## config.mk

```make
export PLATFORM = sky130hd
export DESIGN_NAME = uart_xcvr_param
export DESIGN_NICKNAME = d
export VERILOG_FILES = /design/src/rtl/uart_xcvr_param.sv
export SDC_FILE = /design/constraint.sdc
export NUM_CORES = 1
export LEC_CHECK = 0
export CAP_MARGIN = 20
export CORE_UTILIZATION = 50
export DETAILED_ROUTE_END_ITERATION = 10
export PLACE_DENSITY = 0.73
export SETUP_SLACK_MARGIN = 0.05
export SYNTH_ARGS = -nofsm -noshare
export SYNTH_HDL_FRONTEND = slang
export SYNTH_SLANG_ARGS = --single-unit
```

## constraint.sdc

```tcl
create_clock -name clk -period 7.8 [get_ports clk]
set_input_delay 1.17 -clock clk [delete_from_list [all_inputs] [get_ports clk]]
set_output_delay 1.17 -clock clk [all_outputs]
set_load 0.005 [all_outputs]
```

## src/rtl/uart_xcvr_param.sv

```systemverilog
// uart_xcvr_param: parametrised full-duplex UART with TX/RX FIFOs (valid/ready).
// Define UART_PARITY_EN to add a parity bit to every frame (sense set by PARITY_ODD).
module uart_xcvr_param #(
  parameter int CLK_DIV    = 868,
  parameter int DATA_BITS  = 8,
  parameter int FIFO_DEPTH = 16,
  parameter int PARITY_ODD = 0
) (
  input  logic                 clk,
  input  logic                 rst,
  input  logic                 rxd,
  output logic                 txd,
  input  logic [DATA_BITS-1:0] tx_data,
  input  logic                 tx_valid,
  output logic                 tx_ready,
  output logic                 tx_busy,
  output logic [DATA_BITS-1:0] rx_data,
  output logic                 rx_valid,
  input  logic                 rx_ready,
  output logic                 rx_frame_err,
  output logic                 rx_overrun,
  output logic                 rx_parity_err
);
  localparam int DW = $clog2(CLK_DIV);
  localparam int BW = $clog2(DATA_BITS);
  localparam int AW = $clog2(FIFO_DEPTH);
  localparam logic [DW-1:0] DIV_LAST = DW'(CLK_DIV - 1);
  localparam logic [DW-1:0] DIV_MID = DW'(CLK_DIV / 2 - 1);
  localparam logic [BW-1:0] BIT_LAST = BW'(DATA_BITS - 1);
  localparam logic ODD = PARITY_ODD != 0;
`ifdef UART_PARITY_EN
  localparam logic PAR_EN = 1'b1;
`else
  localparam logic PAR_EN = 1'b0;
`endif
  localparam logic [2:0] IDLE = 3'd0, START = 3'd1, DATA = 3'd2, PARITY = 3'd3, STOP = 3'd4;
  logic [DATA_BITS-1:0] tx_mem [FIFO_DEPTH];
  logic [DATA_BITS-1:0] rx_mem [FIFO_DEPTH];
  logic [AW:0] tx_wp, tx_rp, rx_wp, rx_rp;
  logic tx_empty, tx_full, tx_push, tx_pop, tx_end;
  logic rx_empty, rx_full, rx_push, rx_pop, rx_end;
  logic [2:0] tx_st, rx_st;
  logic [DW-1:0] tx_div, rx_div;
  logic [BW-1:0] tx_bit, rx_bit;
  logic [DATA_BITS-1:0] tx_sh, rx_sh, tx_head;
  logic tx_par, rx_s1, rx_s2, rx_prev, rx_perr;
  assign tx_empty = tx_wp == tx_rp;
  assign tx_full = (tx_wp[AW] != tx_rp[AW]) && (tx_wp[AW-1:0] == tx_rp[AW-1:0]);
  assign rx_empty = rx_wp == rx_rp;
  assign rx_full = (rx_wp[AW] != rx_rp[AW]) && (rx_wp[AW-1:0] == rx_rp[AW-1:0]);
  assign tx_ready = !tx_full;
  assign tx_push = tx_valid && !tx_full;
  assign tx_end = tx_div == DIV_LAST;
  assign tx_pop = !tx_empty && (tx_st == IDLE || (tx_st == STOP && tx_end));
  assign tx_head = tx_mem[tx_rp[AW-1:0]];
  assign tx_busy = !tx_empty || tx_st != IDLE;
  assign rx_valid = !rx_empty;
  assign rx_pop = rx_ready && !rx_empty;
  assign rx_end = rx_div == DIV_LAST;
  assign rx_push = rx_st == STOP && rx_end && rx_s2 && (!rx_full || rx_pop);
  assign rx_data = rx_empty ? '0 : rx_mem[rx_rp[AW-1:0]];
  assign rx_parity_err = PAR_EN && rx_perr;
  always_ff @(posedge clk) begin
    if (tx_push) tx_mem[tx_wp[AW-1:0]] <= tx_data;
    if (rx_push) rx_mem[rx_wp[AW-1:0]] <= rx_sh;
  end
  always_ff @(posedge clk) begin
    if (rst) begin
      tx_wp <= '0;
      tx_rp <= '0;
      rx_wp <= '0;
      rx_rp <= '0;
    end else begin
      if (tx_push) tx_wp <= tx_wp + 1'b1;
      if (tx_pop) tx_rp <= tx_rp + 1'b1;
      if (rx_push) rx_wp <= rx_wp + 1'b1;
      if (rx_pop) rx_rp <= rx_rp + 1'b1;
    end
  end
  // a pop at the end of STOP chains straight into the next START
  always_ff @(posedge clk) begin
    if (rst) begin
      tx_st <= IDLE;
      tx_div <= '0;
      tx_bit <= '0;
      tx_sh <= '0;
      tx_par <= 1'b0;
      txd <= 1'b1;
    end else if (tx_pop) begin
      tx_st <= START;
      tx_div <= '0;
      tx_sh <= tx_head;
      tx_par <= ^tx_head ^ ODD;
      txd <= 1'b0;
    end else if (tx_st != IDLE) begin
      tx_div <= tx_end ? '0 : tx_div + 1'b1;
      if (tx_end) begin
        if (tx_st == START) begin
          tx_st <= DATA;
          txd <= tx_sh[0];
        end else if (tx_st == DATA) begin
          tx_sh <= tx_sh >> 1;
          tx_bit <= tx_bit == BIT_LAST ? '0 : tx_bit + 1'b1;
          tx_st <= tx_bit == BIT_LAST ? (PAR_EN ? PARITY : STOP) : DATA;
          txd <= tx_bit == BIT_LAST ? (PAR_EN ? tx_par : 1'b1) : tx_sh[1];
        end else if (tx_st == PARITY) begin
          tx_st <= STOP;
          txd <= 1'b1;
        end else tx_st <= IDLE;
      end
    end
  end
  // re-arming needs a fresh 1->0 edge, so a low line after a bad stop bit is ignored
  always_ff @(posedge clk) begin
    if (rst) begin
      rx_s1 <= 1'b1;
      rx_s2 <= 1'b1;
      rx_prev <= 1'b1;
      rx_st <= IDLE;
      rx_div <= '0;
      rx_bit <= '0;
      rx_sh <= '0;
      rx_frame_err <= 1'b0;
      rx_overrun <= 1'b0;
      rx_perr <= 1'b0;
    end else begin
      rx_s1 <= rxd;
      rx_s2 <= rx_s1;
      rx_prev <= rx_s2;
      rx_frame_err <= 1'b0;
      rx_overrun <= 1'b0;
      rx_perr <= 1'b0;
      rx_div <= (rx_st == IDLE || rx_end) ? '0 : rx_div + 1'b1;
      if (rx_st == IDLE) begin
        if (rx_prev && !rx_s2) rx_st <= START;
      end else if (rx_st == START) begin
        if (rx_div == DIV_MID) begin
          rx_st <= rx_s2 ? IDLE : DATA;
          rx_div <= '0;
        end
      end else if (rx_end) begin
        if (rx_st == DATA) begin
          rx_sh <= {rx_s2, rx_sh[DATA_BITS-1:1]};
          rx_bit <= rx_bit == BIT_LAST ? '0 : rx_bit + 1'b1;
          rx_st <= rx_bit == BIT_LAST ? (PAR_EN ? PARITY : STOP) : DATA;
        end else if (rx_st == PARITY) begin
          rx_perr <= rx_s2 != (^rx_sh ^ ODD);
          rx_st <= rx_s2 != (^rx_sh ^ ODD) ? IDLE : STOP;
        end else begin
          rx_st <= IDLE;
          rx_frame_err <= !rx_s2;
          rx_overrun <= rx_s2 && rx_full && !rx_pop;
        end
      end
    end
  end
endmodule

```

# After elaboration in Yosys (flattened, before gate mapping)
# Memories as Yosys holds them, arrays and structs flattened. A register that Yosys moved wholly into a read port is not among the register bits.
# Index checks and enable logic that the tools add are counted.
totals:
  ramBits: 256
  wordCells: 142
  register_bits: 74
  mem_count: 2
classes:
  n_addsub: 8
  n_eq_ne: 23
  n_bitwise: 5
  reduce_logical: 40
  muxes: 45
memory_table:
  columns: ["memory", "words", "word_bits", "read_ports", "rd_ports_with_merged_regs", "wr", "line", "text"]
  rows:
  - ["rx_mem", 16, 8, 1, 1, 1, "38", "logic [DATA_BITS-1:0] rx_mem [FIFO_DEPTH];"]
  - ["tx_mem", 16, 8, 1, 1, 1, "37", "logic [DATA_BITS-1:0] tx_mem [FIFO_DEPTH];"]
ops:
  columns: ["cell", "count"]
  rows:
  - ["$mux W10", 5]
  - ["$mux W8", 6]
  - ["$mux W3", 15]
  - ["$add A10 B1 Y10 const B", 2]
  - ["$add A5 B1 Y5 const B", 4]
  - ["$eq A10 B10 Y1 const B", 2]
  - ["$mux W4", 4]
  - ["$mux W1", 14]
  - ["$eq A3 B2 Y1 const B", 4]
  - ["$eq A3 B3 Y1 const B", 4]
  - ["$logic_and A1 B1 Y1", 12]
  - ["$eq A10 B9 Y1 const B", 1]
  - ["$eq A5 B5 Y1", 2]
  - ["$eq A4 B4 Y1", 2]
  - ["$reduce_and A4 Y1", 2]
  - ["$reduce_xor A8 Y1", 1]
  - ["$add A3 B1 Y3 const B", 2]
  - ["$eq A3 B1 Y1 const B", 2]
  - ["$logic_not A1 Y1", 6]
  - ["$logic_not A3 Y1", 2]
  - ["$reduce_and A3 Y1", 2]
  - ["$reduce_bool A2 Y1", 3]
  - ["$reduce_bool A3 Y1", 2]
  - ["$reduce_or A6 Y1", 1]
  - ["other kinds (11)", 21]

# Depth between registers and ports, before layout
# Gate-level depths: netlist (run 1).
depth:
  depth_word: 8
  ltp_mapped: 8

# Worst setup path before layout (run 1)
# Ideal clock, no wire load.
synth_path:
  path_type: "register -> output"
  startpoint: "register with a tool-made name"
  endpoint: "output rx_data[0]"
  stages_incl_launch_ff: 6
  path_slack_ps: 4705
  t_arrival_ps: 1925
  path_cell_list: "dfxtp_1 > clkbuf_1 > buf_2 > mux4_2 > mux4_2 > nor2b_1"
synth_lines:
  columns: ["element", "line", "text"]
  rows:
  - ["to (decl)", "17", "output logic [DATA_BITS-1:0] rx_data,"]

==> results.py, run 1 <==
metrics = {
    "route": {
        "ant_nets": 0,
        "routed_via_density": 5.76,
        "first_pass_iters": 5,
        "wl_per_cell_um": 20.4,
        "drt_iter0_drc": 622,
        "vias": 7022,
        "drc": 0,
        "drt_wl_total_um": 24800,
    },
    "synthesis": {
        "yosys_warnings": 0,
        "synth_edf_count": 256,
        "syn_area_per_cell_um2": 16.4,
        "ys_async_sr_fraction_pct": 0,
        "ys_seq_elements": 338,
        "syn_inst": 828,
        "synth.most_common_cell": "edfxtp_1",
        "yosysUniqueCellTypes": 54,
        "ys_top_cells_by_count": "edfxtp_1 (256), dfxtp_1 (82), mux4_2 (79), nor2_1 (71), nand2_1 (46)",
        "yosysTopAreaCell": "edfxtp_1",
        "ys_seq_area_share_pct": 68.7,
        "synth_area_leaders": "edfxtp_1 (57%), mux4_2 (13%), dfxtp_1 (12%), nor2_1 (2.0%), xnor2_1 (1.7%)",
        "syn-num-nets": 858,
        "netlist.area_leader.share_pct": 56.6,
        "syn_area_um2": 13600,
        "ys.flop_type": "edfxtp_1",
    },
    "floorplan": {
        "dieArea_um2": 27800,
        "core_um2": 26400,
        "rows": 59,
        "die_x_um": 167,
        "io_pins": 28,
        "start_util_pct": 51.5,
        "die_h_um": 167,
    },
    "timing": {
        "hold_viol": 0,
        "final.period_utilization_pct": 54.6,
        "slew_headroom_pct": 27.0,
        "grt_setup_unrepaired": "false",
        "setup_violations": 0,
        "period_minus_slack_ns": 4.26,
        "fin_setup_tns_ns": 0,
        "skew_ns": 0.0225,
        "drv_slew": 0,
        "clock.fmax_mhz": 235,
        "tightest_slew_ns": 1.09,
    },
    "clock_network": {
        "ctsHtreeMaxLevel": 2,
        "ctsHoldBuffers": 0,
        "cts_tree": "done",
        "ctsLongestPathBuffers": 3,
        "cts_inserted_buffers": 35,
        "clock_sinks": 338,
        "clock_latency_ns": 0.52,
        "cts_root_buffer": "clkbuf_16",
        "cts_setup_buffers": 0,
        "postCtsResizedCells": 0,
        "path_clk_slew_ns": 0.06,
    },
    "placed_design": {
        "dp_hpwl_um": 15400,
        "gp_congestion": 0.772,
        "port_buffers": 26,
        "place_inst": 1154,
    },
    "critical_path": {
        "path_class": "register to output port",
        "arrival_ns": 3.09,
        "cp-start-kind": "register",
        "path_max_fanout": 20,
        "worstPathRequired_ns": 6.63,
        "worstSetupEndpointType": "output port",
    },
    "grt": {
        "grt_antenna_before_repair": 0,
        "grt_overflow": 0,
        "grt_busiest_layer": "met2",
        "grt_max_degree": 56,
        "grt_use_met1_pct": 24.7,
        "grt.met3_usage_pct": 3.23,
        "grt_usage_pct": 18.6,
        "grt_pass1_wl_um": 39700,
        "grt_pass1_vias": 7136,
        "use_met2_pct": 31.6,
    },
    "cells_and_area": {
        "diodes": 0,
        "nets": 887,
        "syn_to_final_growth_pct": 12.9,
        "drive_gt1_share_pct": 17.9,
        "final_cells": 1219,
    },
    "power_and_ir_drop": {
        "powerDensity_nw_per_um2": 265,
        "irDropWorstVdd_uv": 230,
        "leakage_nw": 4.94,
    },
    "worst_hold_path": {
        "hold_class": "register to register",
    },
    "job": {
        "max_cap_violations": 0,
    },
    "run_status": {
        "status": "finished clean",
    },
}
-- stage by stage --
| stage | util [%] | total power, mW | area (um^2) | hold WS [ns] | worst slack [ns] |
|---|---|---|---|---|---|
| global route | 58.1 | 4.20 | 15300 | 0.448 | 3.39 |
| finish | 58.1 | 4.05 | 15300 | 0.413 | 3.54 |
| detailed placement | 53.7 | 2.44 | 14100 | 0.399 | 3.75 |
| global placement | 53.6 | 2.43 | 14100 | 0.396 | 3.80 |
| floorplan | - | 2.33 | 13600 | 0.389 | 4.71 |
| CTS | 58.1 | 4.09 | 15300 | 0.415 | 3.18 |
-- critical path, cell delays in order (launching register included) --
cell and delay, ns:
dfxtp_2 0.63, buf_12 0.26, mux4_2 0.52, mux4_2 0.48
nor2b_1 0.16, clkdlybuf4s50_1 0.50
-- cell usage in the layout (no fill, tap or decap), types with 9 or more instances in the layout --
| cell | instances |
|---|---|
| or3_1 | 10 |
| and3_1 | 14 |
| xnor2_1 | 26 |
| o21ai_0 | 9 |
| nor2_1 | 71 |
| nand2_1 | 46 |
| ha_1 | 17 |
| mux4_2 | 79 |
| edfxtp_1 | 256 |
| clkdlybuf4s50_1 | 25 |
| buf_4 | 9 |
| xor2_1 | 15 |
| a21oi_1 | 28 |
| nand3_1 | 11 |
| a211oi_1 | 10 |
| mux2i_1 | 14 |
| dfxtp_1 | 80 |
| clkbuf_16 | 36 |
| nor3_1 | 9 |
| inv_1 | 13 |
| nor2b_1 | 13 |
-- path summary, 6_finish.rpt --
path | from | endpoint | slack, ns | depth (start not counted)
max | register | rx_data[0] | 3.54 | 5
min reg2reg | rx_s1$_SDFF_PP1_ | rx_s2$_SDFF_PP1_ | 0.41 | 1
max reg2reg | rx_div[0]$_SDFF_PP0_ | rx_mem[9][5]$_DFFE_PP_ | 4.65 | 6
min | rx_s1$_SDFF_PP1_ | rx_s2$_SDFF_PP1_ | 0.41 | 1
-- per-layer routing --
metal	part of all wire, %	up-vias
li1	-	3254
met1	43	3535
met2	50	197
met3	5.5	36
met4	1.8	0
met5	0	-
-- kinds of logic (layout without fill, tap and decap cells) --
group | after synthesis | in the layout | share of synthesized area, %
AO/OA/AOI/OAI | 68 | 68 | 3.15
XOR/XNOR | 42 | 42 | 2.81
adder cells (fa/ha/maj) | 17 | 17 | 1.57
buffers and inverters | 58 | 114 | 1.80
flip-flops | 338 | 338 | 68.7
multiplexers | 94 | 94 | 14.2
other | 1 | 1 | 0.0276
AND/OR/NAND/NOR | 210 | 210 | 7.68
-- final cells by class --
class                           count  area [um^2]
Inverter                           13         48.8
Clock buffer                       44          971
Fill cell                        1922        11000
Timing Repair Buffer               37          348
Tap cell                          335          419
Multi-Input combinational cell    432         4010
Clock inverter                     20          190
Sequential cell                   338         9330
-- power breakdown --
group          internal, mW  total, mW  switching, mW
registers              1.97       2.00         0.0337
clock network         0.986       1.66          0.673
logic                 0.193      0.394          0.201
total                  3.15       4.05          0.907
-- sequential cells by signal (all words and copies together), names as in the netlist, 5 cells and up, named ones only --
register and count:
rx_rp 5, tx_div 10, tx_mem 128, rx_div 10, rx_sh 8, tx_wp 5, tx_sh 8, tx_rp 5
rx_mem 128, rx_wp 5
Note: power is estimated with default switching activity, not from simulation.
==> run 2, diff against run 1 <==
PLACE_DENSITY = 0.76   (was 0.73)
clock period = 3.5 ns   (was 7.8 ns; I/O delays follow)
==> run 2 against run 1 <==
Count of clock-buffer cells in the layout grew 7; largest power group unchanged; die area stayed put; hold slack lost 0.0078 ns; global-route usage is 1.2 points higher; power increased by 120%; non-clock buffer count grew 25.
==> results.py, run 2 (synthesis gave the netlist of run 1 again) <==
metrics = {
    "route": {
        "routed_via_density": 5.75,
        "drt_wl_total_um": 26600,
        "first_pass_iters": 5,
        "ant_nets": 0,
        "drc": 0,
        "wl_per_cell_um": 21.4,
        "drt_iter0_drc": 584,
        "vias": 7149,
    },
    "placed_design": {
        "port_buffers": 26,
        "dp_hpwl_um": 16100,
        "pre_cts_ws_ns": 0.554,
        "gp_congestion": 0.757,
    },
    "floorplan": {
        "die_h_um": 167,
        "core_um2": 26400,
        "die_x_um": 167,
        "io_pins": 28,
        "rows": 59,
        "dieArea_um2": 27800,
        "start_util_pct": 51.5,
    },
    "critical_path": {
        "worst_r2r_endpoint": "rx_mem[13][7]$_DFFE_PP_",
        "path_class": "register to output port",
        "reg2reg_slack_ns": 0.95,
        "path_max_fanout": 13,
        "timing.rr.start": "rx_div[0]$_SDFF_PP0_",
        "worstPathRequired_ns": 2.97,
        "cp-start-kind": "register",
        "reg2regPathDepth": 7,
        "arrival_ns": 2.80,
        "worstSetupEndpointType": "output port",
    },
    "clock_network": {
        "ctsHoldBuffers": 0,
        "cts_root_buffer": "clkbuf_16",
        "ctsLongestPathBuffers": 3,
        "clock_latency_ns": 0.52,
        "cts_tree": "done",
        "ctsHtreeMaxLevel": 2,
        "clock_sinks": 338,
        "cts_inserted_buffers": 35,
        "path_clk_slew_ns": 0.06,
    },
    "power_and_ir_drop": {
        "leakage_nw": 5.07,
        "powerDensity_nw_per_um2": 581,
        "irDropWorstVdd_uv": 294,
    },
    "grt": {
        "grt_pass1_wl_um": 41600,
        "grt_antenna_before_repair": 0,
        "grt_max_degree": 55,
        "grt_overflow": 0,
        "grt_pass1_vias": 7205,
        "grt_usage_pct": 19.8,
    },
    "cells_and_area": {
        "diodes": 0,
        "regArea_um2": 9330,
        "syn_to_final_growth_pct": 14.4,
        "nFillCells": 1895,
        "multiInputGateArea_um2": 4000,
        "nets": 912,
        "final_common_cell": "edfxtp_1",
        "drive_gt1_share_pct": 19.6,
        "layout_common_cells": "edfxtp_1 (256), dfxtp_1 (80), mux4_2 (79)",
    },
    "run_status": {
        "status": "finished clean",
    },
    "timing": {
        "tightest_slew_ns": 0.871,
        "clock.fmax_mhz": 301,
        "setup_violations": 0,
        "fin_setup_tns_ns": 0,
        "skew_ns": 0.0146,
        "timing.hold.ws_ns": 0.406,
        "grt_setup_unrepaired": "false",
        "final.period_utilization_pct": 94.9,
        "period_minus_slack_ns": 3.32,
        "hold_viol": 0,
        "drv_slew": 0,
        "slew_headroom_pct": 41.8,
        "setup_slack_ns": 0.178,
    },
    "worst_hold_path": {
        "hold_end": "rx_s2$_SDFF_PP1_",
        "hold_class": "register to register",
        "min_from": "rx_s1$_SDFF_PP1_",
        "min_path_cells": 1,
    },
    "job": {
        "max_cap_violations": 0,
    },
}
## run 2: changes by cell type in the layout (fill, tap and decap cells not counted), moves of 2 or more
cell / previous run / this run
buf_4: 9 / 32
clkbuf_1: 4 / 9
clkinv_1: 6 / 3
nor3_1: 9 / 12
nor3_2: 3 / 0
clkinv_2: 6 / 4
clkinvlp_4: 3 / 1
## run 2: critical path: stages, from the launching register on
cell and delay [ns]:
dfxtp_4 0.41, bufbuf_16 0.33, mux4_2 0.51, mux4_2 0.47, nor2b_1 0.14, clkdlybuf4s50_1 0.44
## run 2: cell type report
type                            count  area share (%)
Inverter                           13           0.314
Clock buffer                       51            6.58
Tap cell                          335            2.70
Multi-Input combinational cell    432            25.8
Clock inverter                     13           0.830
Timing Repair Buffer               62            3.69
Sequential cell                   338            60.1
## run 2: worst max-delay path by stage
stage	from	endpoint	slack, ns	cells after the start
3_3_place_gp	register	rx_data[0]	0.60	5
2_1_floorplan	rx_div[0]$_SDFF_PP0_	rx_mem[0][0]$_DFFE_PP_	0.84	7
6_report	register	rx_data[4]	0.18	5
5_1_grt	register	rx_data[6]	0.09	5
3_5_place_dp	register	rx_data[2]	0.55	5
4_1_cts	register	rx_data[4]	0.09	5
## run 2: per-layer routing
layer | vias up | global-route usage (%) | routed length (um)
met1 | 3607 | 28.1 | 11700
li1 | 3310 | - | -
met4 | 0 | 6.56 | 635
met5 | - | 0 | 0
met3 | 49 | 3.23 | 1520
met2 | 183 | 31.4 | 12800
## run 2: where the power goes
part	internal (mW)	total, mW	leakage (nW)	switching, mW
logic	0.443	0.876	1.50	0.433
registers	4.39	4.49	3.01	0.102
clock network	2.19	3.66	0.560	1.47
total	7.02	9.02	5.07	2.01
## run 2: repair_timing
item,4_1_cts,5_1_grt
resized for setup,1,0
buffers inserted,0,5
setup endpoints to repair,4,6
gates cloned,1,0
## run 2: stage by stage
stage	power, mW	area [um^2]	utilization (%)	instances
after global placement	5.43	14300	54.2	1173
after global routing	9.33	15500	58.9	1244
after floorplan	5.20	13600	-	828
final	9.02	15500	58.9	1244
after detailed placement	5.45	14300	54.3	1174
after CTS	9.10	15500	58.8	1239
==> run 3, diff against run 2 <==
ABC_AREA = 1   (was not set)
==> run 3 against run 2 <==
Via count grew 40%; fmax increased by 5.6%; setup slack improved by 0.18 ns; hold slack worse by 0.011 ns; first-iteration DRC count rose by 60%; clock skew is 0.020 ns higher; sequential power about the same; register-to-register slack got worse by 0.23 ns; final area is 5.2% higher; combinational power rose by 110%; clock power about the same; routed wire length is 17% higher.
==> results.py, run 3 <==
metrics = {
    "timing": {
        "clock.fmax_mhz": 318,
        "grt_setup_unrepaired": "false",
        "setup_violations": 0,
        "slew_headroom_pct": 36.2,
        "tightest_slew_ns": 0.956,
        "drv_slew": 0,
        "fin_setup_tns_ns": 0,
        "period_minus_slack_ns": 3.14,
        "final.period_utilization_pct": 89.9,
        "skew_ns": 0.0342,
        "hold_viol": 0,
    },
    "synthesis": {
        "syn-num-nets": 1475,
        "netlist.area_leader.share_pct": 52.7,
        "synth_mux_area_share_pct": 0.154,
        "ys_async_sr_fraction_pct": 0,
        "yosys_warnings": 0,
        "synth.most_common_cell": "nand2_1",
        "syn_inst": 1445,
        "synth_area_leaders": "edfxtp_1 (53%), dfxtp_1 (11%), nand2_1 (8.0%), nand3_1 (3.9%), inv_1 (3.6%)",
        "yosys.area_share.simple_pct": 18.4,
        "ys_seq_elements": 338,
        "ys_top_cells_by_count": "nand2_1 (313), edfxtp_1 (256), inv_1 (140), nor2_1 (139), nand3_1 (115)",
        "yosysUniqueCellTypes": 47,
        "ys.flop_type": "edfxtp_1",
        "synth_top_family_by_area": "simple AND/OR/NAND/NOR gates",
        "syn_area_per_cell_um2": 10.1,
        "synth_xor_area_share_pct": 1.49,
        "syn_area_um2": 14600,
        "synth_edf_count": 256,
        "yosysTopAreaCell": "edfxtp_1",
        "synth-compound-area-share_pct": 8.66,
        "ys_seq_area_share_pct": 63.9,
        "synthAdderAreaFrac_pct": 1.46,
    },
    "floorplan": {
        "rows": 62,
        "core_um2": 28700,
        "die_x_um": 173,
        "io_pins": 28,
        "die_h_um": 173,
        "start_util_pct": 50.9,
        "dieArea_um2": 29900,
    },
    "grt": {
        "grt_max_degree": 72,
        "grt_pass1_vias": 9597,
        "grt_overflow": 0,
        "grt_usage_pct": 21.1,
        "grt_antenna_before_repair": 0,
        "grt_pass1_wl_um": 50100,
    },
    "cells_and_area": {
        "syn_to_final_growth_pct": 11.9,
        "nets": 1490,
        "final_common_cell": "nand2_1",
        "final_core_util_pct": 56.9,
        "diodes": 0,
        "drive_gt1_share_pct": 7.00,
        "layout_common_cells": "nand2_1 (313), edfxtp_1 (256), inv_1 (139), nor2_1 (139), nand3_1 (115)",
    },
    "critical_path": {
        "path_max_fanout": 57,
        "arrival_ns": 2.62,
        "path_class": "register to output port",
        "cp_num_buf_inv": 2,
        "cp-start-kind": "register",
        "critPathSlowestCell": "clkdlybuf4s50_1",
        "worstSetupEndpointType": "output port",
        "path_cells": "buf_12 -> o211ai_1 -> nand3_1 -> a21oi_1 -> a211oi_1 -> clkdlybuf4s50_1",
        "cp_top_family": "buffers and inverters",
        "cp_slowest_stage_delay_ns": 0.57,
        "worstPathRequired_ns": 2.97,
    },
    "power_and_ir_drop": {
        "combPwrFrac_pct": 18.4,
        "clkPwrFrac_pct": 36.7,
        "leakage_nw": 6.10,
        "share_seq_of_total_power_pct": 44.9,
        "switching_share_pct": 28.7,
        "irDropWorstVdd_uv": 553,
        "powerDensity_nw_per_um2": 615,
        "intPower_mw": 7.16,
        "p_sw_mw": 2.88,
    },
    "clock_network": {
        "cts_root_buffer": "clkbuf_16",
        "ctsLongestPathBuffers": 3,
        "clock_latency_ns": 0.53,
        "cts_tree": "done",
        "clock_sinks": 338,
        "cts_inserted_buffers": 35,
        "ctsHoldBuffers": 0,
        "path_clk_slew_ns": 0.06,
        "ctsHtreeMaxLevel": 2,
    },
    "route": {
        "routed_via_density": 5.36,
        "vias": 10000,
        "ant_nets": 0,
        "first_pass_iters": 5,
        "drc": 0,
        "drt_iter0_drc": 937,
        "drt_wl_total_um": 31200,
        "wl_per_cell_um": 16.7,
    },
    "placed_design": {
        "port_buffers": 26,
        "gp_congestion": 0.885,
        "dp_hpwl_um": 19700,
    },
    "job": {
        "max_cap_violations": 0,
    },
    "worst_hold_path": {
        "hold_class": "register to register",
    },
    "run_status": {
        "status": "finished clean",
    },
}
[run 3: cell types whose count changed after synthesis, sizes merged, moves of 25 or more]
cell / delta
o211ai: +25
nand2: +275
a21oi: +67
mux4: -79
nand3: +107
nor2: +75
o21ai: +85
inv: +135
[run 3: cells by family after synthesis]
group,Yosys count
other,1
and+or+nand+nor,621
muxes,1
xor gates and xnor gates,24
buffers and inverters,212
DFF,338
AOI/OAI and AO/OA,231
adders and majority gates,17
[run 3: power by group through the flow]
stage	registers, mW	logic (mW)	clock network (mW)
2_1_floorplan	4.54	1.45	0
3_3_place_gp	4.59	1.79	0
3_5_place_dp	4.60	1.84	0
4_1_cts	4.51	1.85	3.74
5_1_grt	4.52	2.10	3.91
6_report	4.51	1.85	3.68
[run 3: what timing repair did]
item,4_1_cts,5_1_grt
gates resized for setup,0,1
setup endpoints to repair,0,8
buffers inserted,0,1
[run 3: path summary, 6_finish.rpt]
kind | depth (start not counted) | to | slack [ns] | startpoint
max | 6 | rx_data[7] | 0.36 | register
min | 1 | rx_s2$_SDFF_PP1_ | 0.39 | rx_s1$_SDFF_PP1_
max reg2reg | 9 | rx_mem[6][3]$_DFFE_PP_ | 0.72 | rx_div[0]$_SDFF_PP0_
min reg2reg | 1 | rx_s2$_SDFF_PP1_ | 0.39 | rx_s1$_SDFF_PP1_
[run 3: worst register-to-register path, cell delays in order (launching register included)]
cell and delay, ns:
dfxtp_1 0.38, ha_1 0.28, inv_1 0.10, nor3_2 0.13, nand4_2 0.23, nor2_2 0.16, nand3_1 0.09, nor2b_2 0.23
nand2_1 0.17, nor2_1 0.64
[run 3: final cells by class]
class                           count  area (um^2)
Timing Repair Buffer               42          400
Clock buffer                       53         1000
Inverter                          148          558
Tap cell                          384          480
Clock inverter                     10          140
Multi-Input combinational cell    895         4410
Fill cell                        2366        12400
Sequential cell                   338         9340
[run 3: routing by layer]
layer,global-route usage (%),wire [um],vias up
met5,0,0,-
met4,6.93,856,0
met3,3.14,1800,59
met1,27.0,12800,4715
li1,-,-,4915
met2,36.9,15700,340
[run 3: per-stage QoR]
stage          total power [mW]  setup WS [ns]  hold slack [ns]  cells  area [um^2]
6_report                   10.0          0.355            0.395   1870        16300
5_1_grt                    10.5          0.185            0.427   1870        16300
4_1_cts                    10.1          0.156            0.404   1869        16300
3_5_place_dp               6.43          0.723            0.397   1806        15200
3_3_place_gp               6.38          0.720            0.393   1806        15200
2_1_floorplan              5.99           1.30            0.389   1445        14600
